## src/rtl/sevenseg_pkg.sv

```systemverilog
// sevenseg_pkg: shared seven-segment pattern types, hex pattern table and decoder
package sevenseg_pkg;
  typedef logic [6:0] seg_t;
  typedef enum logic {SCAN, HOLD} state_t;
  localparam seg_t SEG_0 = 7'h01;
  localparam seg_t SEG_1 = 7'h4F;
  localparam seg_t SEG_2 = 7'h12;
  localparam seg_t SEG_3 = 7'h06;
  localparam seg_t SEG_4 = 7'h4C;
  localparam seg_t SEG_5 = 7'h24;
  localparam seg_t SEG_6 = 7'h20;
  localparam seg_t SEG_7 = 7'h0F;
  localparam seg_t SEG_8 = 7'h00;
  localparam seg_t SEG_9 = 7'h0C;
  localparam seg_t SEG_A = 7'h08;
  localparam seg_t SEG_B = 7'h60;
  localparam seg_t SEG_C = 7'h31;
  localparam seg_t SEG_D = 7'h42;
  localparam seg_t SEG_E = 7'h30;
  localparam seg_t SEG_F = 7'h38;
  localparam logic [15:0][6:0] SEG_TABLE = {SEG_F, SEG_E, SEG_D, SEG_C, SEG_B, SEG_A, SEG_9, SEG_8,
                                            SEG_7, SEG_6, SEG_5, SEG_4, SEG_3, SEG_2, SEG_1, SEG_0};
  // returns {valid, nibble}; unknown patterns give {0, 0}
  function automatic logic [4:0] seg_decode(input seg_t p);
    logic [4:0] r;
    r = 5'h00;
    for (int i = 0; i < 16; i++) if (p == SEG_TABLE[i]) r = {1'b1, 4'(i)};
    return r;
  endfunction
endpackage

```

## src/rtl/sevenseg_scan_decoder_debounce.sv

```systemverilog
// seg_debounce: synchronizes the display bus, classifies each sample and commits stable digits
module seg_debounce
  import sevenseg_pkg::*;
#(
  parameter int NUM_DIGITS = 4,
  parameter int STABLE_CNT = 3,
  localparam int IW = NUM_DIGITS > 1 ? $clog2(NUM_DIGITS) : 1
) (
  input  logic                  clk,
  input  logic                  rst_n,
  input  logic                  en_i,
  input  seg_t                  seg_n_i,
  input  logic [NUM_DIGITS-1:0] an_n_i,
  output logic                  commit_o,
  output logic [IW-1:0]         idx_o,
  output seg_t                  pat_o,
  output logic                  multi_o
);
  localparam int CW = $clog2(STABLE_CNT + 1);
  seg_t seg_s1_q, seg_s2_q, seg_p_q;
  logic [NUM_DIGITS-1:0] an_s1_q, an_s2_q, an_p_q;
  logic [CW-1:0] cnt_q, cnt_d;
  logic blank, single, same;
  always_ff @(posedge clk or negedge rst_n) begin
    if (!rst_n) begin
      seg_s1_q <= '1;
      seg_s2_q <= '1;
      seg_p_q  <= '1;
      an_s1_q  <= '1;
      an_s2_q  <= '1;
      an_p_q   <= '1;
      cnt_q    <= '0;
    end else begin
      seg_s1_q <= seg_n_i;
      seg_s2_q <= seg_s1_q;
      seg_p_q  <= seg_s2_q;
      an_s1_q  <= an_n_i;
      an_s2_q  <= an_s1_q;
      an_p_q   <= an_s2_q;
      cnt_q    <= cnt_d;
    end
  end
  // comparing the whole enable vector also rejects runs that started from blank or multi
  always_comb begin
    blank    = &an_s2_q;
    single   = $onehot(~an_s2_q);
    same     = (an_s2_q == an_p_q) && (seg_s2_q == seg_p_q);
    cnt_d    = (!en_i || !single) ? '0 :
               !same ? CW'(1) :
               (cnt_q == CW'(STABLE_CNT)) ? cnt_q : cnt_q + CW'(1);
    commit_o = en_i && single && (cnt_d == CW'(STABLE_CNT)) && (cnt_q != CW'(STABLE_CNT) || !same);
    multi_o  = en_i && !blank && !single;
    pat_o    = seg_s2_q;
    idx_o    = '0;
    for (int i = 0; i < NUM_DIGITS; i++) if (!an_s2_q[i]) idx_o = IW'(i);
  end
endmodule

```

## src/rtl/sevenseg_scan_decoder.sv

```systemverilog
// sevenseg_scan_decoder: recovers hex frames from a multiplexed active-low seven-segment bus
module sevenseg_scan_decoder
  import sevenseg_pkg::*;
#(
  parameter int NUM_DIGITS  = 4,
  parameter int STABLE_CNT  = 3,
  parameter int TIMEOUT_CYC = 65535
) (
  input  logic                    clk,
  input  logic                    rst_n,
  input  logic [6:0]              seg_n,
  input  logic [NUM_DIGITS-1:0]   an_n,
  output logic [4*NUM_DIGITS-1:0] out_value,
  output logic                    out_err,
  output logic                    out_valid,
  input  logic                    out_ready,
  output logic                    out_timeout,
  output logic                    out_bus_err
);
  localparam int IW = NUM_DIGITS > 1 ? $clog2(NUM_DIGITS) : 1;
  localparam int TW = $clog2(TIMEOUT_CYC);
  state_t state_q;
  logic [4*NUM_DIGITS-1:0] nib_q, value_q;
  logic [NUM_DIGITS-1:0] mask_q, derr_q;
  logic [TW-1:0] tcnt_q;
  logic err_q, valid_q, timeout_q, bus_err_q;
  logic commit, multi;
  logic [IW-1:0] idx;
  seg_t pat;
  logic [4:0] dec;
  seg_debounce #(.NUM_DIGITS(NUM_DIGITS), .STABLE_CNT(STABLE_CNT)) u_deb (
    .clk      (clk),
    .rst_n    (rst_n),
    .en_i     (state_q == SCAN),
    .seg_n_i  (seg_n),
    .an_n_i   (an_n),
    .commit_o (commit),
    .idx_o    (idx),
    .pat_o    (pat),
    .multi_o  (multi)
  );
  assign dec         = seg_decode(pat);
  assign out_value   = value_q;
  assign out_err     = err_q;
  assign out_valid   = valid_q;
  assign out_timeout = timeout_q;
  assign out_bus_err = bus_err_q;
  always_ff @(posedge clk or negedge rst_n) begin
    if (!rst_n) begin
      state_q   <= SCAN;
      nib_q     <= '0;
      value_q   <= '0;
      mask_q    <= '0;
      derr_q    <= '0;
      tcnt_q    <= '0;
      err_q     <= 1'b0;
      valid_q   <= 1'b0;
      timeout_q <= 1'b0;
      bus_err_q <= 1'b0;
    end else begin
      timeout_q <= 1'b0;
      if (multi) bus_err_q <= 1'b1;
      if (state_q == SCAN) begin
        if (commit) begin
          nib_q[4*idx +: 4] <= dec[3:0];
          derr_q[idx]       <= !dec[4];
          mask_q[idx]       <= 1'b1;
          tcnt_q            <= '0;
        end else if (tcnt_q == TW'(TIMEOUT_CYC - 1)) begin
          mask_q    <= '0;
          derr_q    <= '0;
          timeout_q <= 1'b1;
          tcnt_q    <= '0;
        end else begin
          tcnt_q <= tcnt_q + TW'(1);
        end
        if (&mask_q) begin
          state_q <= HOLD;
          value_q <= nib_q;
          err_q   <= |derr_q;
          valid_q <= 1'b1;
        end
      end else if (out_ready) begin
        state_q <= SCAN;
        valid_q <= 1'b0;
        mask_q  <= '0;
        derr_q  <= '0;
      end
    end
  end
endmodule

```

## config.mk

```make
export PLATFORM = sky130hd
export DESIGN_NAME = sevenseg_scan_decoder
export DESIGN_NICKNAME = d
export VERILOG_FILES = /design/src/rtl/sevenseg_pkg.sv /design/src/rtl/sevenseg_scan_decoder_debounce.sv /design/src/rtl/sevenseg_scan_decoder.sv
export SDC_FILE = /design/constraint.sdc
export NUM_CORES = 1
export LEC_CHECK = 0
export BUFFER_PORTS_ARGS = -buffer_cell sky130_fd_sc_hd__buf_2
export CAP_MARGIN = 10
export CORE_MARGIN = 2
export CORE_UTILIZATION = 44
export CTS_CLUSTER_DIAMETER = 40
export CTS_CLUSTER_SIZE = 25
export DETAILED_ROUTE_END_ITERATION = 10
export PLACE_DENSITY_LB_ADDON = 0.08
export SLEW_MARGIN = 20
export SYNTH_ARGS = -nofsm -noshare
export SYNTH_HDL_FRONTEND = slang
export SYNTH_SLANG_ARGS = --single-unit
```

## constraint.sdc

```tcl
create_clock -name clk -period 3 [get_ports clk]
set_input_delay 0.15 -clock clk [delete_from_list [all_inputs] [get_ports clk]]
set_output_delay 0.15 -clock clk [all_outputs]
set_load 0.01 [all_outputs]
```

==> results.json, run 1 <==
{
  "fin_crit_sh": 0.976,
  "root_buffer": "clkbuf_8",
  "synthCells": 371,
  "grt_pass1_wl_um": 13400,
  "crit_end": "tcnt_q[3]",
  "leakage_uw": 0.00230,
  "cts_made_buffers": 9,
  "critPathMaxFanout": 19,
  "grt_usage": 0.167,
  "reg2reg_from": "u_deb.an_s2_q[2]",
  "max_clock_freq_mhz": 342,
  "drt_first_pass_iters": 5,
  "drc": 0,
  "ys_warn_count": 0,
  "synth_area_leader_cell": "dfrtp_1",
  "place_hpwl_um": 5480,
  "die_area_um2": 10400,
  "fin_crit_ns": 2.93,
  "ys_types": 54,
  "finalMaxSlewViolations": 0,
  "startpoint": "u_deb.an_s2_q[2]",
  "synth.net_count": 395,
  "grt-ovfl-total": 0,
  "vias": 2955,
  "routed_wl_um": 7930,
  "hold_viol_final": 0,
  "clk_pin_slew_ns": 0.10,
  "tns_ns": 0,
  "start_util": 0.456,
  "final_util": 0.539,
  "die_x_um": 102,
  "die_h_um": 102,
  "grt_max_degree": 38,
  "synth.most_common_cell": "dfrtp_1",
  "rsz0062_at_grt": "yes",
  "rrSetupSlack_ns": 0.07,
  "slew-limit-headroom": 0.568,
  "nets": 455,
  "antenna_found_initial": 0,
  "core_area_um2": 9280,
  "avgSynthCellArea_um2": 11.4,
  "grt_pass1_vias": 2680,
  "wl_per_cell_um": 14.0,
  "cts_tree": "built",
  "ff2ff_path_depth": 10,
  "cts.sinks": 96,
  "postPlaceCellArea_um2": 4600,
  "yosys-top-cells-count": "dfrtp_1 (63), nand2_1 (36), dfstp_2 (33)",
  "drv_cap": 0,
  "rows": 35,
  "path_class": "flip-flop to flip-flop",
  "synth-seq-cells": 96,
  "critPathArrivalTime_ns": 3.19,
  "vdd_drop_max_uv": 279,
  "io_pins": 34,
  "synth-edff-count": 0,
  "place.gp.congestion": 0.835,
  "h-tree-depth": 3,
  "drive_above_1_share": 0.326,
  "clockBufferDepth": 2,
  "status": "completed",
  "antenna_cells": 0,
  "setup_viol": 0,
  "worst_slew_pin_slew_ns": 0.644,
  "io_buffers": 33,
  "stdcell_count": 565,
  "synth.cell_area_um2": 4230,
  "cp.required_ns": 3.26,
  "synthArstFlopShare": 1.00,
  "fillerInstances": 820,
  "yosys-top-cells-area": "dfrtp_1 (37%), dfstp_2 (20%), mux2_2 (5.1%)",
  "area_delta_synth_final_pct": 18.2,
  "yosysSeqAreaShare": 0.577,
  "regToRegEndpoint": "tcnt_q[3]",
  "insertion_delay_ns": 0.37,
  "hp-class": "input pin to flip-flop",
  "drt_iter0_drc": 131,
  "ys_dominant_reg_cell": "dfrtp_1",
  "cp-start-kind": "flip-flop",
  "cp-end-kind": "flip-flop",
  "antenna_left": 0,
  "via_per_inst": 5.23,
  "synth_top_area_share": 0.372,
  "final_area_um2": 5000,
  "post-place-cells": 536,
  "worst_clock_skew_ns": 0.0171,
  "power_per_cell_area_nw_per_um2": 505
}
sequential cells by signal, summed over array words and instances, names as in the netlist, 2 cells and up:
name and count:
u_deb.cnt_q 2, u_deb.seg_p_q 7, mask_q 4, u_deb.an_s2_q 4
u_deb.an_s1_q 4, u_deb.an_p_q 4, nib_q 16, tcnt_q 16
derr_q 4, u_deb.pat_o 7, out_value 16, u_deb.seg_s1_q 7
worst max-delay path, cell delays in order (launching register included):
cell	delay, ns
dfstp_2	0.55
inv_2	0.05
ha_4	0.24
ha_4	0.15
fa_1	0.43
or3b_4	0.40
nor4b_4	0.26
and4_4	0.30
nor2_4	0.11
a21o_1	0.17
a22o_1	0.17
power breakdown:
part	switching, uW	leakage (uW)	internal, uW
Combinational	126	0.00101	121
Clock	481	0.0000877	316
Sequential	94.0	0.00120	1390
area by class of cell:
type | instances | area [um2] | share of cell area
clock buffers | 9 | 124 | 0.0248
flip-flops and latches | 96 | 2440 | 0.488
inverters | 14 | 52.6 | 0.0105
repair buffers | 61 | 412 | 0.0823
well taps | 129 | 161 | 0.0323
clock inverters | 7 | 58.8 | 0.0118
multi-input cells | 249 | 1750 | 0.350
how the worst min path moves through the flow:
stage	start	to	slack, ns	cells past startpoint
after global placement	rst_n	tcnt_q[5]	0.13	1
final	out_ready	out_valid	0.07	3
after detailed placement	rst_n	tcnt_q[15]	0.13	1
after global routing	out_ready	out_valid	0.06	3
after floorplan	rst_n	derr_q[0]	-0.15	0
after CTS	out_ready	out_valid	0.05	3
metrics by stage:
stage	hold slack, ns	setup WS [ns]	total power [uW]
global placement	0.135	-0.0476	1720
finish	0.0679	0.0723	2520
detailed placement	0.133	-0.124	1730
CTS	0.0493	-0.00266	2560
global route	0.0649	-0.0618	2670
floorplan	-0.146	0.0167	1630
what timing repair did:
action                                 in CTS  in global routing
endpoints found under the hold margin      41                  0
gates resized for setup                    12                 10
setup endpoints to repair                  32                 39
pin swaps                                  12                 15
hold buffers                               12                  0
buffers inserted                            0                  1
cells in the final DEF (no fill, tap or decap), types with 3 or more instances in the layout:
cell,Yosys,final
dfrtp_1,63,63
nand2_1,36,36
dfstp_2,33,33
buf_2,5,32
o21ai_0,25,24
mux2_2,19,19
nor2_1,18,16
buf_4,3,16
nand3_1,15,15
a21oi_1,13,13
dlygate4sd3_1,0,12
a31oi_1,12,11
inv_1,13,9
nand4_1,9,9
clkbuf_8,0,9
xnor2_1,8,8
xor2_1,7,7
nor3_1,6,6
ha_1,9,6
and3_1,5,5
nand2b_1,5,5
nor2b_1,5,5
a21o_1,5,5
or3_1,5,5
inv_6,0,5
inv_2,0,4
nor4_1,4,4
nand3b_1,3,3
a31o_2,3,3
ha_4,0,3
kinds of logic after synthesis:
kind of cell / synth area share
buffers and inverters: 0.0307
and+or+nand+nor: 0.176
adders and majority gates: 0.0313
xor gates and xnor gates: 0.0310
AOI/OAI and AO/OA: 0.103
DFF: 0.577
muxes: 0.0505
routing by layer:
layer | vias to the layer above | wire [um] | track usage
met5 | - | 0 | 0
met4 | 0 | 104 | 0.0605
met3 | 9 | 310 | 0.0404
met2 | 63 | 3710 | 0.255
met1 | 1442 | 3800 | 0.233
li1 | 1441 | - | -
Power figures use the tool's default switching activity.
==> run 2, diff against run 1 <==
==> constraint.sdc (replaced) <==
create_clock -name clk -period 3 [get_ports clk]
set_input_delay 0.3 -clock clk [delete_from_list [all_inputs] [get_ports clk]]
set_output_delay 0.3 -clock clk [all_outputs]
set_load 0.01 [all_outputs]
==> results.json, run 2 (synthesis results as in run 1) <==
{
  "status": "completed",
  "io_buffers": 33,
  "rrSetupSlack_ns": 0.06,
  "multi_input_area_um2": 1760,
  "die_x_um": 102,
  "rsz0062_at_grt": "yes",
  "wl_per_cell_um": 14.2,
  "cp-start-kind": "flip-flop",
  "fin_crit_sh": 0.980,
  "netSwitchingFraction": 0.274,
  "drv_cap": 0,
  "max_stage_delay_ns": 0.54,
  "final_common_cell": "dfrtp_1",
  "vias": 2891,
  "cpMostUsedCell": "ha_4",
  "crit_family": "simple AND/OR/NAND/NOR gates",
  "grt_pass1_wl_um": 13400,
  "cp-end-kind": "flip-flop",
  "drc": 0,
  "rows": 35,
  "final_util": 0.531,
  "finalMaxSlewViolations": 0,
  "antenna_left": 0,
  "postPlaceCellArea_um2": 4600,
  "clockBufferDepth": 2,
  "h-tree-depth": 3,
  "io_pins": 34,
  "final_cell_mix": "dfrtp_1 (63), nand2_1 (33), dfstp_2 (33), buf_2 (32), o21ai_0 (23)",
  "place.gp.congestion": 0.856,
  "insertion_delay_ns": 0.37,
  "drt_first_pass_iters": 4,
  "grt_max_degree": 52,
  "final_area_um2": 4930,
  "grt_pass1_vias": 2740,
  "setup_viol": 0,
  "die_h_um": 102,
  "fin_crit_ns": 2.94,
  "power_frac_comb": 0.097,
  "cts_tree": "built",
  "drive_above_1_share": 0.328,
  "nets": 446,
  "max_clock_freq_mhz": 340,
  "root_buffer": "clkbuf_8",
  "p_sw_uw": 681,
  "antenna_cells": 0,
  "routed_wl_um": 7870,
  "grt_usage": 0.165,
  "leakage_uw": 0.00225,
  "place_hpwl_um": 5470,
  "worst_clock_skew_ns": 0.0128,
  "power_per_cell_area_nw_per_um2": 504,
  "critPathMaxFanout": 5,
  "power_frac_clock": 0.307,
  "path_class": "flip-flop to flip-flop",
  "core_area_um2": 9280,
  "vdd_drop_max_uv": 221,
  "hp-class": "input pin to flip-flop",
  "slew-limit-headroom": 0.590,
  "postCtsSetupRepairBufs": 0,
  "fillerInstances": 870,
  "antenna_found_initial": 0,
  "hold_viol_final": 0,
  "cp_slowest_cell": "dfstp_2",
  "cts_made_buffers": 9,
  "grt-ovfl-total": 0,
  "worst_slew_pin_slew_ns": 0.614,
  "start_util": 0.456,
  "path_cells": "inv_2, ha_4, ha_4, fa_1, or3b_4, nor4b_4, and4_4, o21ai_1, nor2_2, nor2_1",
  "regArea_um2": 2440,
  "cts.sinks": 96,
  "critPathArrivalTime_ns": 3.19,
  "critPathBufInv": 1,
  "die_area_um2": 10400,
  "via_per_inst": 5.20,
  "clk_pin_slew_ns": 0.09,
  "area_delta_synth_final_pct": 16.4,
  "cp.required_ns": 3.25,
  "p_int_uw": 1800,
  "pwr-share-seq": 0.596,
  "drt_iter0_drc": 69
}
[run 2: cell count changes in the layout (fill, tap and decap cells not counted), sizes merged]
cell         previous run  this run
dlygate4sd3            12         6
inv                    18        13
buf                    49        46
clkinv                  1         4
clkinvlp                2         4
[run 2: worst paths after layout]
check / from / endpoint / cells past startpoint
max: u_deb.an_s2_q[2] / mask_q[3] / 10
min reg2reg: u_deb.seg_s1_q[6] / u_deb.pat_o[6] / 0
max in group asynchronous: rst_n / nib_q[6] / 3
max reg2reg: u_deb.an_s2_q[2] / mask_q[3] / 10
min: seg_n[3] / u_deb.seg_s1_q[3] / 1
min in group asynchronous: rst_n / tcnt_q[15] / 2
[run 2: through the flow]
stage / setup WS [ns] / std cells / TNS, ns / total power (uW) / hold slack, ns
finish: 0.0605 / 556 / 0 / 2480 / 0.0248
CTS: 0.0114 / 551 / 0 / 2500 / 0.00841
floorplan: 0.0167 / 371 / 0 / 1630 / 0.00441
global route: -0.0954 / 556 / -0.692 / 2610 / 0.00326
detailed placement: -0.145 / 534 / -2.26 / 1730 / 0.331
global placement: -0.0620 / 534 / -0.456 / 1720 / 0.329
[run 2: what timing repair did]
| item | in CTS | in global routing |
|---|---|---|
| endpoints found under the hold margin | 12 | 5 |
| hold buffers | 1 | 5 |
| pin swaps | 8 | 12 |
| resized for setup | 14 | 8 |
| endpoints found under the setup margin | 33 | 37 |
[run 2: layout make-up]
class | count | share of cell area
Multi-Input combinational cell | 249 | 0.356
Inverter | 14 | 0.0107
Clock inverter | 7 | 0.00990
Tap cell | 129 | 0.0328
Sequential cell | 96 | 0.496
Timing Repair Buffer | 52 | 0.0693
Clock buffer | 9 | 0.0251
[run 2: power groups by stage]
stage	Combinational (uW)	Clock, uW	Sequential, uW
2_1_floorplan	159	0	1470
3_3_place_gp	224	0	1500
3_5_place_dp	228	0	1500
4_1_cts	238	790	1480
5_1_grt	277	846	1490
6_report	241	762	1480
[run 2: routing by layer]
| layer | vias up | track usage | share of wire |
|---|---|---|---|
| li1 | 1423 | - | - |
| met1 | 1401 | 0.225 | 0.50 |
| met2 | 58 | 0.258 | 0.45 |
| met3 | 9 | 0.0397 | 0.034 |
| met4 | 0 | 0.0595 | 0.014 |
| met5 | - | 0 | 0 |
